### config.mk
export PLATFORM = sky130hd
export DESIGN_NAME = pipelined_adder
export DESIGN_NICKNAME = d
export VERILOG_FILES = /design/src/rtl/pipelined_adder.sv
export SDC_FILE = /design/constraint.sdc
export NUM_CORES = 1
export LEC_CHECK = 0
export CAP_MARGIN = 20
export CORE_MARGIN = 1
export CORE_UTILIZATION = 30
export DETAILED_ROUTE_END_ITERATION = 6
export GPL_ROUTABILITY_DRIVEN = 0
export PLACE_DENSITY_LB_ADDON = 0.05
export SLEW_MARGIN = 20
export SYNTH_ARGS = -nofsm -noshare
export SYNTH_HDL_FRONTEND = slang
export SYNTH_SLANG_ARGS = --single-unit
export TNS_END_PERCENT = 10
### constraint.sdc
create_clock -name clk -period 5.54 [get_ports clk]
set_clock_uncertainty 0.2 [all_clocks]
set_input_delay 1.108 -clock clk [delete_from_list [all_inputs] [get_ports clk]]
set_output_delay 1.108 -clock clk [all_outputs]
set_load 0.03 [all_outputs]
### src/rtl/pipelined_adder.sv
// Pipelined carry-propagate adder/subtractor: one CHUNK-bit slice per stage,
// carry registered between stages, valid/ready handshake with global stall.
module pipelined_adder #(
    parameter int WIDTH  = 64,
    parameter int STAGES = 4
) (
    input  logic             clk,
    input  logic             rst,
    input  logic             in_valid,
    output logic             in_ready,
    input  logic [WIDTH-1:0] op1,
    input  logic [WIDTH-1:0] op2,
    input  logic             carry_in,
    input  logic             sub,
    output logic             out_valid,
    input  logic             out_ready,
    output logic [WIDTH-1:0] result,
    output logic             carry_out,
    output logic             overflow,
    output logic             zero
);
    localparam int CHUNK = WIDTH / STAGES;
    // Intermediate register count; kept at least 1 so STAGES=1 still elaborates.
    localparam int PIPE  = (STAGES > 1) ? STAGES - 1 : 1;

    if ((STAGES < 1) || (WIDTH % STAGES != 0)) begin : g_param_check
        $error("pipelined_adder: WIDTH must be a multiple of STAGES");
    end

    logic [WIDTH-1:0] a_q   [PIPE];
    logic [WIDTH-1:0] a_d   [PIPE];
    logic [WIDTH-1:0] b_q   [PIPE];
    logic [WIDTH-1:0] b_d   [PIPE];
    logic [WIDTH-1:0] sum_q [PIPE];
    logic [WIDTH-1:0] sum_d [PIPE];
    logic [PIPE-1:0]  c_q, c_d;
    logic [PIPE-1:0]  vld_q, vld_d;

    logic [WIDTH-1:0] result_q, result_d;
    logic             carry_out_q, carry_out_d;
    logic             overflow_q, overflow_d;
    logic             zero_q, zero_d;
    logic             out_valid_q, out_valid_d;

    logic             stall_s;
    logic [WIDTH-1:0] cur_a, cur_b, cur_sum;
    logic             cur_c, cur_v;
    logic [CHUNK:0]   chunk_s;

    // Per-stage chunk add and next-state selection; a stall freezes every stage.
    always_comb begin
        stall_s     = out_valid_q & ~out_ready;
        a_d         = a_q;
        b_d         = b_q;
        sum_d       = sum_q;
        c_d         = c_q;
        vld_d       = vld_q;
        result_d    = result_q;
        carry_out_d = carry_out_q;
        overflow_d  = overflow_q;
        zero_d      = zero_q;
        out_valid_d = out_valid_q;
        cur_a       = {WIDTH{1'b0}};
        cur_b       = {WIDTH{1'b0}};
        cur_sum     = {WIDTH{1'b0}};
        cur_c       = 1'b0;
        cur_v       = 1'b0;
        chunk_s     = {(CHUNK+1){1'b0}};
        for (int s = 0; s < STAGES; s++) begin
            if (s == 0) begin
                cur_a   = op1;
                cur_b   = sub ? ~op2 : op2;
                cur_c   = sub | carry_in;
                cur_sum = {WIDTH{1'b0}};
                cur_v   = in_valid;
            end else begin
                cur_a   = a_q[(s > 0) ? s - 1 : 0];
                cur_b   = b_q[(s > 0) ? s - 1 : 0];
                cur_sum = sum_q[(s > 0) ? s - 1 : 0];
                cur_c   = c_q[(s > 0) ? s - 1 : 0];
                cur_v   = vld_q[(s > 0) ? s - 1 : 0];
            end
            chunk_s = {1'b0, cur_a[s*CHUNK +: CHUNK]} + {1'b0, cur_b[s*CHUNK +: CHUNK]}
                      + {{CHUNK{1'b0}}, cur_c};
            cur_sum[s*CHUNK +: CHUNK] = chunk_s[CHUNK-1:0];
            if (s < STAGES - 1) begin
                if (!stall_s) begin
                    a_d[(s < PIPE) ? s : PIPE - 1]   = cur_a;
                    b_d[(s < PIPE) ? s : PIPE - 1]   = cur_b;
                    sum_d[(s < PIPE) ? s : PIPE - 1] = cur_sum;
                    c_d[(s < PIPE) ? s : PIPE - 1]   = chunk_s[CHUNK];
                    vld_d[(s < PIPE) ? s : PIPE - 1] = cur_v;
                end else begin
                    vld_d[(s < PIPE) ? s : PIPE - 1] = vld_q[(s < PIPE) ? s : PIPE - 1];
                end
            end else begin
                if (!stall_s && cur_v) begin
                    result_d    = cur_sum;
                    carry_out_d = chunk_s[CHUNK];
                    // Carry into the MSB is recovered from the MSB sum bit.
                    overflow_d  = chunk_s[CHUNK] ^ cur_sum[WIDTH-1] ^ cur_a[WIDTH-1] ^ cur_b[WIDTH-1];
                    zero_d      = ~|cur_sum;
                end else begin
                    result_d    = result_q;
                end
                out_valid_d = stall_s ? out_valid_q : cur_v;
            end
        end
    end

    // Pipeline and output registers with synchronous reset.
    always_ff @(posedge clk) begin
        if (rst) begin
            for (int i = 0; i < PIPE; i++) begin
                a_q[i]   <= {WIDTH{1'b0}};
                b_q[i]   <= {WIDTH{1'b0}};
                sum_q[i] <= {WIDTH{1'b0}};
            end
            c_q         <= {PIPE{1'b0}};
            vld_q       <= {PIPE{1'b0}};
            result_q    <= {WIDTH{1'b0}};
            carry_out_q <= 1'b0;
            overflow_q  <= 1'b0;
            zero_q      <= 1'b0;
            out_valid_q <= 1'b0;
        end else begin
            a_q         <= a_d;
            b_q         <= b_d;
            sum_q       <= sum_d;
            c_q         <= c_d;
            vld_q       <= vld_d;
            result_q    <= result_d;
            carry_out_q <= carry_out_d;
            overflow_q  <= overflow_d;
            zero_q      <= zero_d;
            out_valid_q <= out_valid_d;
        end
    end

    assign in_ready  = ~stall_s;
    assign out_valid = out_valid_q;
    assign result    = result_q;
    assign carry_out = carry_out_q;
    assign overflow  = overflow_q;
    assign zero      = zero_q;
endmodule

---- After elaboration in Yosys (flattened, before gate mapping) ----
Cells that the tools add are included.
cells by class
  reduce and logical (&&, ||, !) cells .... 4
  shifts and indexed selects .............. 0
  mux-type cells .......................... 1
  order comparisons ....................... 0
  $add $sub $neg .......................... 8
  div/mod/pow operators ................... 0
  multiply operators ...................... 0
  bitwise gates (word level) .............. 8
  eq/ne operators ......................... 0
operators by type and width
  kind                                       number
  16-bit by 16-bit adder with 17-bit output  4
  17-bit by 1-bit adder with 17-bit output   4
  64-bit 2-to-1 mux                          1
  64-bit inverter                            1
  64-bit OR reduction                        1
  1-bit bitwise XOR                          3
  1-bit logical NOT                          2
  1-bit inverter                             2
  1-bit bitwise AND                          1
  1-bit logical AND                          1
  1-bit OR                                   1
word-level totals
  ROM bits ................................ 0
  latch bits .............................. 0
  memories ................................ 0
  register bits ........................... 554
  RAM bits ................................ 0
  output and inout bits ................... 69
  input port bits ......................... 134

---- Longest topological paths before layout ----
  word-level depth ........................ 5
  depth in mapped cells ................... 13
  depth with buffers taken out ............ 12

---- Least setup slack after synthesis ----
OpenSTA, ideal clock, no wires.
  path type ............................... input to register
  start ................................... in sub
  end ..................................... reg sum_q[142] in the netlist's numbering
  buffers on the path ..................... 2
  stages on the path ...................... 13
  setup time .............................. 0.120 ns
  setup slack ............................. 1.010 ns
  arrival time ............................ 4.210 ns
  cell sequence ........................... clkbuf_1 buf_1 nor2_1 fa_1 fa_1 nor2b_1 o21ai_0 a21oi_1 o21ai_0 o21ai_0 and3_1 nor3_1 a211o_1
between the ends
  word-level cells in the longest chain between the ends .. 3
ends and longest elaborated chain
  element                                       RTL line  text
  start, declared                               14        input logic sub,
  64-bit 2-to-1 mux                             72        cur_b = sub ? ~op2 : op2;
  16-bit by 16-bit adder with 17-bit output     83        chunk_s = {1'b0, cur_a[s*CHUNK +: CHUNK]} + {1'b0, cur_b[s*CHUNK +: CHUNK]}
  17-bit by 1-bit adder with 17-bit output (*)  84        + {{CHUNK{1'b0}}, cur_c};
  end signal, assigned by index                 117       sum_q[i] <= {WIDTH{1'b0}};
  end signal, assigned                          129       sum_q <= sum_d;
  end, declared                                 34        logic [WIDTH-1:0] sum_q [PIPE];
Every way passes the cells marked *; elsewhere a longest branch is shown, timed or not.
A chain may end at the register's enable or synchronous reset.

---- Worst setup path after layout ----
  start ................................... in out_ready
  end ..................................... out in_ready
between the ends
  word-level cells in the longest chain between the ends .. 3
ends and longest elaborated chain
  element            RTL line  text
  start, declared    16        input logic out_ready,
  1-bit inverter     52        stall_s = out_valid_q & ~out_ready;
  1-bit bitwise AND  52
  1-bit inverter     140       assign in_ready = ~stall_s;
  end, declared      10        output logic in_ready,
Every way passes these cells.

==> impl_metrics.tcl <==
set metrics [dict create \
    outcome "complete, no violations" \
    cap_violations 0 \
    grt_setup_unrepaired "no" \
    synth-seq-cells 362 \
    start_util 0.306 \
    avgSynthCellArea_um2 8.01 \
    die_x_um 231 \
    synth_cells 1969 \
    cts.htree.levels 2 \
    wl_um 44900 \
    ys.flop_type "dfxtp_1" \
    overflow 0 \
    hold_path.class "reg -> reg" \
    worstPathRequired_ps 4230 \
    max_slew_margin 0.190 \
    critPathTopFamily "buffers and inverters" \
    synthArstFlopShare 0 \
    cts_resized 0 \
    tritoncts "done" \
    worstMarginPinSlew_ps 1210 \
    antenna_found_initial 1 \
    syn-num-nets 2171 \
    grt_use_met3 0.0258 \
    via_count 13200 \
    antenna_cells 0 \
    startpoint "out_ready" \
    wl_per_cell_um 16.0 \
    track_usage 0.167 \
    grt_busiest_layer "met2" \
    ys_seq_area_frac 0.460 \
    grt_pass1_vias 12800 \
    drt-initial-drc-count 809 \
    maxSlewViolCount 0 \
    cts_setup_buffers 0 \
    finalSetupViolCount 0 \
    yosysUniqueCellTypes 59 \
    numCtsBuffers 43 \
    grt_first_pass_wirelength_um 71400 \
    clk_pin_slew_ps 50 \
    worstPathMaxFanout 49 \
    grt_max_degree 217 \
    num-fill-cells 5464 \
    fin_nets 2303 \
    cts.sinks 362 \
    period_share 0.734 \
    finalSetupTns_ps 0 \
    ys_warn_count 0 \
    row_count 83 \
    cp.buffers_inverters 3 \
    regArea_um2 7250 \
    hold_viol_final 0 \
    finalHoldWorstSlack_ps 250 \
    drive_gt1_frac 0.0428 \
    power_density_nw_per_um2 321 \
    synth-edff-count 0 \
    die_area_um2 53500 \
    ir_drop_v 0.000183 \
    synthToLayoutAreaGrowth_pct 24.3 \
    slowest_stage "clkdlybuf4s50_1" \
    cp_common_cell "clkdlybuf4s50_1" \
    setup.worst_path.start_class "input pin" \
    end_kind "output port" \
    first_pass_iters 4 \
    dpl.hpwl_um 30200 \
    multi_input_area_um2 7960 \
    hold_path_startpoint "result[25]" \
    grt_util_met2 0.252 \
    p_leak_uw 0.00759 \
    hold_buffers 0 \
    reg2reg_from "vld_q[2]" \
    clock_latency_ps 560 \
    slowest_delay_ps 830 \
    drt.antenna.violating_nets 0 \
    arrival_ps 2760 \
    clk_path_buf_depth 3 \
    portBuffers 202 \
    path_cells "clkdlybuf4s50_1, nor2b_4, inv_8, clkdlybuf4s50_1" \
    core_area_um2 51600 \
    viasPerCell 4.69 \
    fin_crit_ps 4070 \
    fmax_mhz 246 \
    cts-root-buf "clkbuf_16" \
    gr-usage-met1 0.243 \
    ios 203 \
    path_class "in -> out" \
    synth_area_um2 15800 \
    drc 0 \
    die_y_um 231 \
]
[Yosys cell counts (7+ instances only)]
cell type	count	share of area
ha_1	60	0.048
inv_1	23	0.0055
nor2_1	107	0.025
nor2b_1	9	0.0036
a21o_1	21	0.010
o41ai_1	7	0.0039
clkbuf_1	119	0.028
dfxtp_1	362	0.46
o21ai_0	24	0.0076
xor2_1	33	0.018
nand3_1	19	0.0060
fa_1	8	0.010
nand2_1	575	0.14
a211oi_1	65	0.031
nand2b_1	11	0.0044
nor3_1	22	0.0070
a21oi_1	317	0.10
xnor2_1	71	0.039
nor4_1	11	0.0044
[through the flow]
step           cell area [µm²]  power (µW)  setup WS [ps]  std cells  utilization
2_1_floorplan            15800        3370           1010       1969            -
3_3_place_gp             18300        3660           1140       2736        0.354
3_5_place_dp             18300        3660           1060       2736        0.354
4_1_cts                  19600        6390           1420       2808        0.380
5_1_grt                  19600        6580           1310       2808        0.380
6_report                 19600        6290           1470       2808        0.380
[area by class of cell]
class                   count  area share
multi-input cells        1458       0.406
inverters                  23     0.00479
clock inverters             8     0.00262
well taps                 680      0.0434
flip-flops and latches    362       0.370
repair buffers            213       0.109
clock buffers              64      0.0650
[power breakdown]
part / total, µW / internal, µW / switching (µW)
Sequential: 2870 / 2770 / 103
Combinational: 727 / 337 / 391
Clock: 2690 / 1580 / 1110
[layout by cell type, fill, tap and decap left out, types with 12 or more instances in the layout]
| master | Yosys | final |
|---|---|---|
| clkdlybuf4s50_1 | 0 | 200 |
| xnor2_1 | 71 | 71 |
| inv_1 | 23 | 22 |
| nor3_1 | 22 | 22 |
| a21oi_1 | 317 | 317 |
| xor2_1 | 33 | 33 |
| ha_1 | 60 | 60 |
| o21ai_0 | 24 | 24 |
| a21o_1 | 21 | 21 |
| clkbuf_8 | 1 | 12 |
| clkbuf_16 | 0 | 43 |
| nand2_1 | 575 | 574 |
| dfxtp_1 | 362 | 362 |
| nand3_1 | 19 | 19 |
| a211oi_1 | 65 | 65 |
| nor2_1 | 107 | 107 |
[kinds of logic after synthesis]
group | after synthesis | synth area share
AOI/OAI and AO/OA | 489 | 0.181
xor gates and xnor gates | 105 | 0.0588
adders and majority gates | 68 | 0.0578
buffers and inverters | 149 | 0.0365
DFF | 362 | 0.460
and+or+nand+nor | 796 | 0.206
[sequential cells by signal, indices dropped and copies added (netlist names)]
signal and flops:
a_q 80, b_q 80, result 64, cur_sum 48
sum_q 48, cur_a 16, cur_b 16, c_q 3
vld_q 3, carry_out 1, out_valid 1, overflow 1
zero 1
[layer usage]
layer | up-vias | part of all wire
met1 | 6001 | 0.52
li1 | 6904 | -
met5 | - | 0.00029
met4 | 2 | 0.022
met2 | 201 | 0.42
met3 | 59 | 0.037
[path summary, 6_finish.rpt]
| check | to | slack [ps] | cells after the start |
|---|---|---|---|
| max | in_ready | 1470 | 4 |
| min | result[25] | 250 | 2 |
| max reg2reg | zero | 2080 | 8 |
| min reg2reg | result[25] | 250 | 2 |
[worst reg2reg max path, delay by kind of cell, from the launching register on]
kind	cells	cell delay, ps
compound gates	2	290
flops	1	480
simple gates	6	2420
(Power assumes the default switching activity.)
